### config.mk
export PLATFORM = sky130hd
export DESIGN_NAME = rr_request_arbiter8_flat
export DESIGN_NICKNAME = d
export VERILOG_FILES = /design/src/rtl/rr_request_arbiter8_if.sv /design/src/rtl/rr_request_arbiter8.sv /design/src/flat_wrapper.sv
export SDC_FILE = /design/constraint.sdc
export NUM_CORES = 1
export LEC_CHECK = 0
export ABC_AREA = 1
export CAP_MARGIN = 10
export CELL_PAD_IN_SITES_DETAIL_PLACEMENT = 0
export CELL_PAD_IN_SITES_GLOBAL_PLACEMENT = 1
export CORE_ASPECT_RATIO = 1.5
export CORE_MARGIN = 4
export CORE_UTILIZATION = 36
export CTS_CLUSTER_DIAMETER = 30
export DETAILED_ROUTE_END_ITERATION = 12
export PLACE_DENSITY = 0.79
export SLEW_MARGIN = 20
export SYNTH_ARGS = -nofsm -noshare
export SYNTH_HDL_FRONTEND = slang
export SYNTH_SLANG_ARGS = --single-unit
### constraint.sdc
create_clock -name clk -period 1.6 [get_ports clk]
set_clock_uncertainty 0.05 [all_clocks]
set_input_delay 0.32 -clock clk [delete_from_list [all_inputs] [get_ports clk]]
set_output_delay 0.32 -clock clk [all_outputs]
set_load 0.01 [all_outputs]
### src/rtl/rr_request_arbiter8_if.sv
// Request/grant bundle between eight requesters and rr_request_arbiter8.
// master: requester side (drives req/done); slave: arbiter side (drives grant).
interface rr_request_arbiter8_if;
  logic [7:0] req;
  logic       done;
  logic [7:0] grant;
  logic       grant_valid;
  logic       timeout;

  modport master (
    output req,
    output done,
    input  grant,
    input  grant_valid,
    input  timeout
  );

  modport slave (
    input  req,
    input  done,
    output grant,
    output grant_valid,
    output timeout
  );
endinterface

### src/rtl/rr_request_arbiter8.sv
// rr_request_arbiter8: 8-requester arbiter with registered one-hot grant,
// release on done / withdrawal / MAX_HOLD expiry and a forced idle cycle
// between grants so the downstream 8-to-3 encoder never sees two one-hot
// values back to back.
// Build option: define ARB_ROUND_ROBIN_EN for rotating priority (search
// starts after the last released index); leave undefined for fixed
// priority with bit 0 highest.
module rr_request_arbiter8 #(
  parameter int MAX_HOLD = 16,  // 0 disables the timeout
  parameter int CNT_W    = 8    // 2**CNT_W must exceed MAX_HOLD
) (
  input logic             clk,
  input logic             rst_n,
  rr_request_arbiter8_if.slave bus
);

  typedef enum logic {IDLE = 1'b0, GRANT = 1'b1} state_t;

  localparam bit               HOLD_EN   = (MAX_HOLD != 0);
  localparam logic [CNT_W-1:0] HOLD_LAST = CNT_W'((MAX_HOLD == 0) ? 0 : MAX_HOLD - 1);

  state_t           state_q, state_d;
  logic [7:0]       grant_q, grant_d;
  logic [CNT_W-1:0] hold_cnt_q, hold_cnt_d;
  logic             timeout_q, timeout_d;
  logic [2:0]       win_idx;
  logic             held_req;

`ifdef ARB_ROUND_ROBIN_EN
  logic [2:0] last_ptr_q, last_ptr_d;
  logic [2:0] g_idx;
  logic [2:0] scan_idx;
  logic       found;
`endif

  // The holder's own request line; used for the withdrawal check.
  assign held_req = |(bus.req & grant_q);

  // Winner selection among the currently asserted request lines.
  always_comb begin
    win_idx = 3'd0;
`ifdef ARB_ROUND_ROBIN_EN
    found    = 1'b0;
    scan_idx = 3'd0;
    for (int k = 0; k < 8; k++) begin
      scan_idx = last_ptr_q + 3'(k + 1);  // 3-bit add wraps 7 -> 0
      if (!found && bus.req[scan_idx]) begin
        win_idx = scan_idx;
        found   = 1'b1;
      end
    end
`else
    // Descending scan so the lowest set index is the last one written.
    for (int k = 7; k >= 0; k--) begin
      if (bus.req[k]) win_idx = 3'(k);
    end
`endif
  end

`ifdef ARB_ROUND_ROBIN_EN
  // Index of the current holder, recorded as last_ptr on release.
  always_comb begin
    g_idx = 3'd0;
    for (int k = 0; k < 8; k++) begin
      if (grant_q[k]) g_idx = 3'(k);
    end
  end
`endif

  // State register: all arbiter state, cleared asynchronously.
  always_ff @(posedge clk or negedge rst_n) begin
    if (!rst_n) begin
      state_q    <= IDLE;
      grant_q    <= 8'h00;
      hold_cnt_q <= '0;
      timeout_q  <= 1'b0;
`ifdef ARB_ROUND_ROBIN_EN
      last_ptr_q <= 3'd7;
`endif
    end else begin
      state_q    <= state_d;
      grant_q    <= grant_d;
      hold_cnt_q <= hold_cnt_d;
      timeout_q  <= timeout_d;
`ifdef ARB_ROUND_ROBIN_EN
      last_ptr_q <= last_ptr_d;
`endif
    end
  end

  // Next-state logic: grant from IDLE, release from GRANT (done, then
  // withdrawal, then hold expiry); release always returns to IDLE, which
  // produces the mandatory empty cycle.
  always_comb begin
    state_d    = state_q;
    grant_d    = grant_q;
    hold_cnt_d = hold_cnt_q;
    timeout_d  = 1'b0;
`ifdef ARB_ROUND_ROBIN_EN
    last_ptr_d = last_ptr_q;
`endif
    case (state_q)
      IDLE: begin
        hold_cnt_d = '0;
        if (|bus.req) begin
          state_d = GRANT;
          grant_d = 8'b1 << win_idx;
        end
      end
      GRANT: begin
        hold_cnt_d = hold_cnt_q + 1'b1;
        if (bus.done || !held_req || (HOLD_EN && hold_cnt_q == HOLD_LAST)) begin
          state_d   = IDLE;
          grant_d   = 8'h00;
          // Timeout only when expiry was the sole reason for release.
          timeout_d = !bus.done && held_req;
`ifdef ARB_ROUND_ROBIN_EN
          last_ptr_d = g_idx;
`endif
        end
      end
      default: begin
        state_d = IDLE;
        grant_d = 8'h00;
      end
    endcase
  end

  // Outputs come straight from registers; grant_valid is derived from grant.
  always_comb begin
    bus.grant       = grant_q;
    bus.grant_valid = |grant_q;
    bus.timeout     = timeout_q;
  end

endmodule

### src/flat_wrapper.sv
// flat-port wrapper written by rule: the top's interface ports become plain ports
module rr_request_arbiter8_flat 
#(
  parameter int MAX_HOLD = 16,                           
  parameter int CNT_W    = 8                                    
)
  (clk, rst_n, bus_req, bus_done, bus_grant, bus_grant_valid, bus_timeout);
  rr_request_arbiter8_if bus_i ();
  input logic clk;
  input logic rst_n;
  input wire logic [$bits(bus_i.req)-1:0] bus_req;
  input wire logic [$bits(bus_i.done)-1:0] bus_done;
  output wire logic [$bits(bus_i.grant)-1:0] bus_grant;
  output wire logic [$bits(bus_i.grant_valid)-1:0] bus_grant_valid;
  output wire logic [$bits(bus_i.timeout)-1:0] bus_timeout;
  assign bus_i.req = bus_req;
  assign bus_i.done = bus_done;
  assign bus_grant = bus_i.grant;
  assign bus_grant_valid = bus_i.grant_valid;
  assign bus_timeout = bus_i.timeout;
  rr_request_arbiter8 #(.MAX_HOLD(MAX_HOLD), .CNT_W(CNT_W)) u_core (.clk(clk), .rst_n(rst_n), .bus(bus_i));
endmodule
==> results of run 1 <==
==> kinds of logic (layout without fill, tap and decap cells) <==
group,Yosys count,count (layout)
simple gates,82,82
flops,18,18
compound gates,12,12
buf+inv,17,52
fa+ha+maj,1,1
==> power groups by stage <==
stage	sequential, uW	clock [uW]	combinational [uW]
floorplan	609	0	355
global placement	608	0	657
detailed placement	610	0	668
CTS	607	311	644
global route	620	334	696
finish	608	310	621
==> synthesized netlist by cell type <==
cell     instances
a21oi_1          5
buf_4            1
dfrtp_1         18
ha_1             1
inv_1           12
inv_2            4
nand2_1         34
nand2_2          5
nand2_4          1
nand3_1         15
nand3_2          5
nand4_1          2
nor2_1          11
nor2_2           4
nor2_4           3
nor4_1           2
o21ai_0          3
o21ai_1          3
o21ai_4          1
==> flip-flops by register name, summed over array words and instances, names as in the netlist <==
signal	count
u_core.hold_cnt_q	8
u_core.bus.grant	8
u_core.bus.timeout	1
u_core.state_q	1
==> placed cells by master, fill, tap and decap left out <==
cell	n
inv_1	12
clkbuf_2	1
nand4_1	2
nand2_2	5
o21ai_0	3
clkbuf_8	3
a21oi_1	5
nor4_2	1
dlygate4sd2_1	8
nor2_4	3
nand3_1	15
dfrtp_1	18
o21ai_1	3
nor2_2	4
nand3_2	5
ha_1	1
nor4_1	1
nand2_1	34
nor2_1	11
clkdlybuf4s50_1	11
inv_2	4
nand2_4	1
o21ai_4	1
buf_4	13
==> how the worst max path moves through the flow <==
stage,start,end,cells past startpoint
after floorplan,u_core.hold_cnt_q[0],u_core.bus.grant[0],8
after global placement,bus_req[3],u_core.bus.grant[5],6
after detailed placement,bus_req[6],u_core.bus.grant[0],11
after CTS,u_core.bus.grant[0],bus_grant_valid,3
after global routing,u_core.bus.grant[3],bus_grant_valid,3
final,u_core.bus.grant[3],bus_grant_valid,3
==> per-layer routing <==
| layer | routed length, um | vias up | track usage [%] | share of wire (%) |
|---|---|---|---|---|
| li1 | - | 490 | - | - |
| met1 | 930 | 452 | 15.5 | 39 |
| met2 | 1320 | 21 | 27.8 | 55 |
| met3 | 74 | 8 | 2.64 | 3.1 |
| met4 | 90 | 0 | 7.00 | 3.7 |
| met5 | 0 | - | 0 | 0 |
==> stage by stage <==
step                cells  utilization, %  setup TNS, ps  instance area [um^2]
detailed placement    199            50.2           -332                  1360
global placement      199            50.2           -273                  1360
global route          202            51.4              0                  1390
CTS                   202            51.6          -68.9                  1400
finish                202            51.4              0                  1390
floorplan             130               -              0                  1020
==> critical path, cell delays in order (launching register included) <==
cell	delay, ps
dfrtp_1	410
nor4_2	290
nand2_1	90
clkbuf_2	140
==> timing repair <==
action / 4_1_cts / 5_1_grt
setup endpoints to repair: 9 / 1
gates resized for setup: 10 / 2
pin swaps: 0 / 1
==> final cells by class <==
cell class,count,area (um^2),share of cell area (%)
multi-input cells,95,510,36.7
flip-flops and latches,18,450,32.4
repair buffers,33,283,20.3
inverters,16,60.1,4.32
well taps,37,46.3,3.33
clock buffers,3,41.3,2.97
==> flow_metrics.py, run 1 <==
metrics = {
    "placed_design": {
        "routabilityCongestion": 0.829,
        "hpwl_um": 2020,
        "dp_slack_ps": -51.2,
        "numPortBuffers": 20,
    },
    "pwr": {
        "ir_worst_vdd_v": 0.000642,
        "report.power.total_uw": 1540,
        "leakage_uw": 0.000720,
        "swShare_pct": 36.8,
        "pwr-share-comb_pct": 40.4,
        "p_clk_share_pct": 20.1,
        "internal_power_uw": 973,
        "sequentialPowerShare_pct": 39.5,
        "power.density_nw_per_um2": 1110,
        "switching_power_uw": 567,
    },
    "floorplanning": {
        "design.core.area_um2": 2710,
        "die_area_um2": 3770,
        "die_x_um": 51.5,
        "rows": 23,
        "fp.dieH_um": 73.3,
        "initial_core_util_pct": 37.8,
        "io_pins": 21,
    },
    "logic_synthesis": {
        "synth_top_family_by_area": "simple AND/OR/NAND/NOR gates",
        "synth.ff_latch_count": 18,
        "netlist.area_leader.share_pct": 44.1,
        "synth_top_cell_by_area": "dfrtp_1",
        "synthAdderAreaFrac_pct": 1.22,
        "synthXorXnorAreaFrac_pct": 0,
        "synthMuxAreaShare_pct": 0,
        "ys_seq_area_share_pct": 44.1,
        "netlist_area_um2": 1020,
        "yosys_warnings": 0,
        "synthTopCellsByArea": "dfrtp_1 (44%), nand2_1 (12%), nand3_1 (7.3%)",
        "synth_compound_area_share_pct": 6.98,
        "ys_types": 19,
        "avgSynthCellArea_um2": 7.86,
        "yosys.area_share.simple_pct": 41.1,
        "postSynthNetCount": 142,
        "synth_cells": 130,
    },
    "critical_path": {
        "cp-end-kind": "primary output",
        "cp_data_arrival_time_ps": 1170,
        "crit_required_ps": 1230,
        "critPathMaxFanout": 2,
        "path_class": "flip-flop to primary output",
        "reg2regPathDepth": 8,
        "start_kind": "flip-flop",
        "reg2reg_slack_ps": 230,
        "rr_endpoint": "u_core.bus.grant[2]",
        "r2r-start": "u_core.hold_cnt_q[0]",
    },
    "final_layout": {
        "diodes": 0,
        "drive_gt1_share_pct": 24.8,
        "syn2layout_area_growth_pct": 36.1,
        "final_nets": 179,
        "fillers": 292,
    },
    "drt": {
        "via_count": 971,
        "viasPerCell": 4.81,
        "drc": 0,
        "drt-total-wl_um": 2410,
        "drtIter0Drc": 17,
        "detail-route-antenna-nets": 0,
        "firstDrtPassIters": 5,
        "wire_per_inst_um": 11.9,
    },
    "min_path": {
        "hold_class": "input pin to async pin",
    },
    "sta": {
        "worst_slew_pin_slew_ps": 333,
        "hold_slack_ps": 346,
        "setup_ws_ps": 56.8,
        "setup_viol": 0,
        "maxSlewHeadroom_pct": 77.8,
        "period_share_pct": 96.5,
        "max_freq_ghz": 0.648,
        "finalMaxSlewViolations": 0,
        "hold_viol": 0,
        "post-route-min-period_ps": 1540,
        "rsz0062_at_grt": "false",
    },
    "clock_network": {
        "cts_buffers": 3,
        "hold_buffers": 0,
        "clk_pin_slew_ps": 70,
        "htreeDepth": 1,
        "cts_setup_buffers": 0,
        "tritoncts": "built",
        "clk_path_buf_depth": 2,
        "cts_sinks": 18,
        "clock_latency_ps": 250,
        "cts-root-buf": "clkbuf_8",
    },
    "global_routing": {
        "grt_max_degree": 19,
        "overflow": 0,
        "grt_pass1_wl_um": 4230,
        "grt_pass1_vias": 997,
        "gr-usage-all-layers_pct": 14.8,
        "antenna_found_initial": 0,
    },
    "status": {
        "status": "finished clean",
    },
    "job": {
        "cap_violations": 0,
    },
}
No activity file was read; power rests on OpenSTA's default activity.
==> inputs of run 2 (changes only) <==
CORE_MARGIN = not set   (was 4)
==> flow_metrics.py, run 2 (synthesis results as in run 1) <==
metrics = {
    "sta": {
        "worst_slew_pin_slew_ps": 305,
        "finalMaxSlewViolations": 0,
        "post-route-min-period_ps": 1510,
        "setup_viol": 0,
        "period_share_pct": 94.5,
        "maxSlewHeadroom_pct": 79.6,
        "max_freq_ghz": 0.661,
        "setup_ws_ps": 87.8,
        "hold_slack_ps": 349,
        "rsz0062_at_grt": "false",
        "hold_viol": 0,
    },
    "pwr": {
        "switching_power_uw": 587,
        "power.density_nw_per_um2": 1150,
        "leakage_uw": 0.000727,
        "ir_worst_vdd_v": 0.000607,
        "pwr-share-comb_pct": 40.2,
        "internal_power_uw": 1030,
        "p_clk_share_pct": 22.6,
        "report.power.total_uw": 1620,
        "sequentialPowerShare_pct": 37.2,
        "swShare_pct": 36.2,
    },
    "drt": {
        "firstDrtPassIters": 4,
        "drc": 0,
        "drt-total-wl_um": 2390,
        "detail-route-antenna-nets": 0,
        "via_count": 963,
        "drtIter0Drc": 12,
        "wire_per_inst_um": 11.8,
        "viasPerCell": 4.74,
    },
    "global_routing": {
        "grt_pass1_vias": 935,
        "grt_max_degree": 19,
        "overflow": 0,
        "antenna_found_initial": 0,
        "gr-usage-all-layers_pct": 18.3,
        "grt_pass1_wl_um": 3920,
    },
    "clock_network": {
        "tritoncts": "built",
        "cts_sinks": 18,
        "htreeDepth": 1,
        "cts_buffers": 3,
        "clk_pin_slew_ps": 70,
        "cts-root-buf": "clkbuf_8",
        "clock_latency_ps": 250,
        "cts_setup_buffers": 0,
        "clk_path_buf_depth": 2,
    },
    "floorplanning": {
        "die_area_um2": 3060,
        "initial_core_util_pct": 38.2,
        "fp.dieH_um": 67.3,
        "design.core.area_um2": 2680,
        "io_pins": 21,
        "die_x_um": 45.5,
        "rows": 23,
    },
    "final_layout": {
        "drive_gt1_share_pct": 25.3,
        "final_cell_mix": "nand2_1 (34), dfrtp_1 (18), nand3_1 (15)",
        "final_area_um2": 1410,
        "final_nets": 179,
        "syn2layout_area_growth_pct": 37.5,
        "final_common_cell": "nand2_1",
        "diodes": 0,
    },
    "placed_design": {
        "routabilityCongestion": 0.853,
        "numPortBuffers": 20,
        "dpl-instance-area_um2": 1360,
        "dp_slack_ps": -79.7,
        "hpwl_um": 1940,
    },
    "critical_path": {
        "crit_required_ps": 1230,
        "start_kind": "flip-flop",
        "cp-end-kind": "primary output",
        "crit_path_top_delay_cell": "dfrtp_1",
        "crit_chain": "nor4_1 > nand2_1 > buf_2",
        "path_class": "flip-flop to primary output",
        "critPathMaxFanout": 2,
        "cp_data_arrival_time_ps": 1140,
        "slowest_delay_ps": 400,
    },
    "job": {
        "cap_violations": 0,
    },
    "min_path": {
        "hold_class": "input pin to async pin",
    },
    "status": {
        "status": "finished clean",
    },
}
## run 2: cell types whose count changed in the layout (fill, tap and decap cells not counted), sizes merged
cell and change:
buf +1
## run 2: timing repair
action	4_1_cts	5_1_grt
setup endpoints to repair	9	0
resized for setup	13	0
hold buffers	0	0
## run 2: worst paths after layout
path / from / to / slack, ps / cells past startpoint
min: rst_n / u_core.hold_cnt_q[7] / 350 / 2
max in group asynchronous: rst_n / u_core.bus.grant[4] / 960 / 2
min in group clk: u_core.hold_cnt_q[0] / u_core.hold_cnt_q[0] / 450 / 1
max: u_core.bus.grant[1] / bus_grant_valid / 90 / 3
min reg2reg: u_core.hold_cnt_q[0] / u_core.hold_cnt_q[0] / 450 / 1
max reg2reg: u_core.hold_cnt_q[0] / u_core.bus.grant[4] / 210 / 8
## run 2: area by class of cell
class                      count  area (um^2)
multi-input combinational     95          510
sequential                    18          450
clock buffer                   4         55.1
fill                         274         1270
timing repair buffer          33          283
tap                           37         46.3
inverter                      16         60.1
## run 2: power by group through the flow
stage	clock, uW	combinational (uW)	sequential (uW)
after floorplan	0	355	609
after global placement	0	688	603
after detailed placement	0	693	607
after CTS	371	657	601
after global routing	391	724	612
final	366	652	603
## run 2: stage by stage
stage | instances | util [%] | TNS, ps
after floorplan | 130 | - | 0
after global placement | 199 | 50.8 | -535
after detailed placement | 199 | 50.8 | -565
after CTS | 203 | 52.5 | 0
after global routing | 203 | 52.5 | 0
final | 203 | 52.5 | 0
## run 2: layer usage
metal / global-route usage [%] / vias up / part of all wire [%]
met5: 0 / - / 0
met4: 7.95 / 0 / 1.6
met3: 2.41 / 4 / 3.8
met2: 35.5 / 25 / 55
met1: 18.1 / 446 / 39
li1: - / 488 / -
## run 2: critical path, delay by kind of cell, from the launching register on
kind	cells	cell delay [ps]
DFF	1	400
buffers and inverters	1	140
and+or+nand+nor	2	340
==> inputs of run 3 (changes only) <==
CORE_UTILIZATION = 32   (was 36)
PLACE_DENSITY = 0.75   (was 0.79)
clock period = 1.3 ns   (was 1.6 ns; I/O delays follow)
==> flow_metrics.py, run 3 (synthesis results as in run 1) <==
metrics = {
    "status": {
        "status": "finished with violations",
        "violations": "negative setup slack",
    },
    "final_layout": {
        "drive_gt1_share_pct": 40.6,
        "final_nets": 188,
        "diodes": 0,
        "final_cell_mix": "nand2_1 (30), dfrtp_1 (17), buf_4 (15)",
        "final_core_util_pct": 52.6,
        "final_common_cell": "nand2_1",
        "syn2layout_area_growth_pct": 53.0,
        "finalNonFillerCells": 214,
        "fillers": 276,
    },
    "global_routing": {
        "gr-usage-all-layers_pct": 18.5,
        "grt_pass1_vias": 983,
        "overflow": 0,
        "grt_pass1_wl_um": 4490,
        "antenna_found_initial": 0,
        "grt_max_degree": 19,
    },
    "floorplanning": {
        "initial_core_util_pct": 34.4,
        "die_x_um": 48.2,
        "rows": 24,
        "fp.dieH_um": 71.2,
        "io_pins": 21,
        "die_area_um2": 3430,
        "design.core.area_um2": 2970,
    },
    "placed_design": {
        "placed_cells": 204,
        "routabilityCongestion": 0.847,
        "numPortBuffers": 20,
        "hpwl_um": 2030,
    },
    "clock_network": {
        "clk_path_buf_depth": 2,
        "cts_buffers": 3,
        "cts-root-buf": "clkbuf_8",
        "clock_latency_ps": 260,
        "hold_buffers": 0,
        "clk_pin_slew_ps": 70,
        "cts_sinks": 18,
        "tritoncts": "built",
        "htreeDepth": 1,
    },
    "critical_path": {
        "r2r-start": "u_core.bus.grant[1]",
        "start_kind": "flip-flop",
        "crit_path_start": "u_core.bus.grant[5]",
        "path_class": "flip-flop to primary output",
        "cp_data_arrival_time_ps": 1160,
        "crit_required_ps": 990,
        "cp-end-kind": "primary output",
        "critPathMaxFanout": 2,
    },
    "sta": {
        "maxSlewHeadroom_pct": 84.2,
        "setup_ws_ps": -174,
        "hold_viol": 0,
        "max_freq_ghz": 0.679,
        "finalMaxSlewViolations": 0,
        "post-route-min-period_ps": 1470,
        "rsz0062_at_grt": "true",
        "setup_viol": 9,
        "period_share_pct": 113,
        "worst_slew_pin_slew_ps": 234,
    },
    "drt": {
        "drtIter0Drc": 24,
        "firstDrtPassIters": 4,
        "drc": 0,
        "via_count": 1033,
        "drt-total-wl_um": 2750,
        "viasPerCell": 4.83,
        "detail-route-antenna-nets": 0,
        "wire_per_inst_um": 12.9,
    },
    "pwr": {
        "leakage_uw": 0.000817,
        "power.density_nw_per_um2": 1440,
        "ir_worst_vdd_v": 0.000829,
        "report.power.total_uw": 2250,
    },
    "job": {
        "cap_violations": 0,
    },
    "min_path": {
        "hold_class": "input pin to async pin",
    },
}
## run 3: timing repair
item	in CTS	in global routing
gates cloned	0	1
gates resized for setup	43	25
pin swaps	5	15
buffers inserted	0	5
setup endpoints to repair	18	13
## run 3: path summary, 6_finish.rpt
| check | to | slack (ps) | cells past startpoint |
|---|---|---|---|
| min | u_core.hold_cnt_q[7] | 290 | 2 |
| max | bus_grant_valid | -170 | 3 |
| min in group clk | u_core.bus.grant[5] | 420 | 4 |
| min reg2reg | u_core.hold_cnt_q[2] | 470 | 1 |
| max reg2reg | u_core.bus.grant[1] | -60 | 9 |
| max in group asynchronous | u_core.hold_cnt_q[2] | 700 | 2 |
## run 3: final cells by class
class	count	area, um^2	share of cell area (%)
inverter	16	60.1	3.84
sequential	18	452	28.9
multi-input combinational	96	599	38.3
timing repair buffer	41	349	22.3
clock buffer	4	55.1	3.52
tap	39	48.8	3.12
## run 3: routing by layer
metal / global-route usage, % / vias to the layer above / part of all wire (%)
met2: 31.3 / 22 / 56
li1: - / 511 / -
met4: 6.17 / 0 / 1.2
met1: 22.5 / 497 / 40
met5: 0 / - / 0
met3: 3.02 / 3 / 2.9
## run 3: critical path, cell delays in order, from the launching register on
cell	delay, ps
dfrtp_1	410
nor4_2	280
nand2_1	70
buf_2	140
## run 3: through the flow
step	TNS (ps)	worst slack (ps)	hold WS [ps]	area [um^2]
finish	-453	-174	285	1560
floorplan	0	54.8	-85.6	1020
detailed placement	-3430	-334	471	1380
global placement	-3300	-318	457	1380
global route	-1270	-237	331	1560
CTS	-466	-178	295	1420
## run 3: where the power goes
group,switching (uW),internal [uW]
Combinational,573,478
Sequential,77.6,654
Clock,199,270
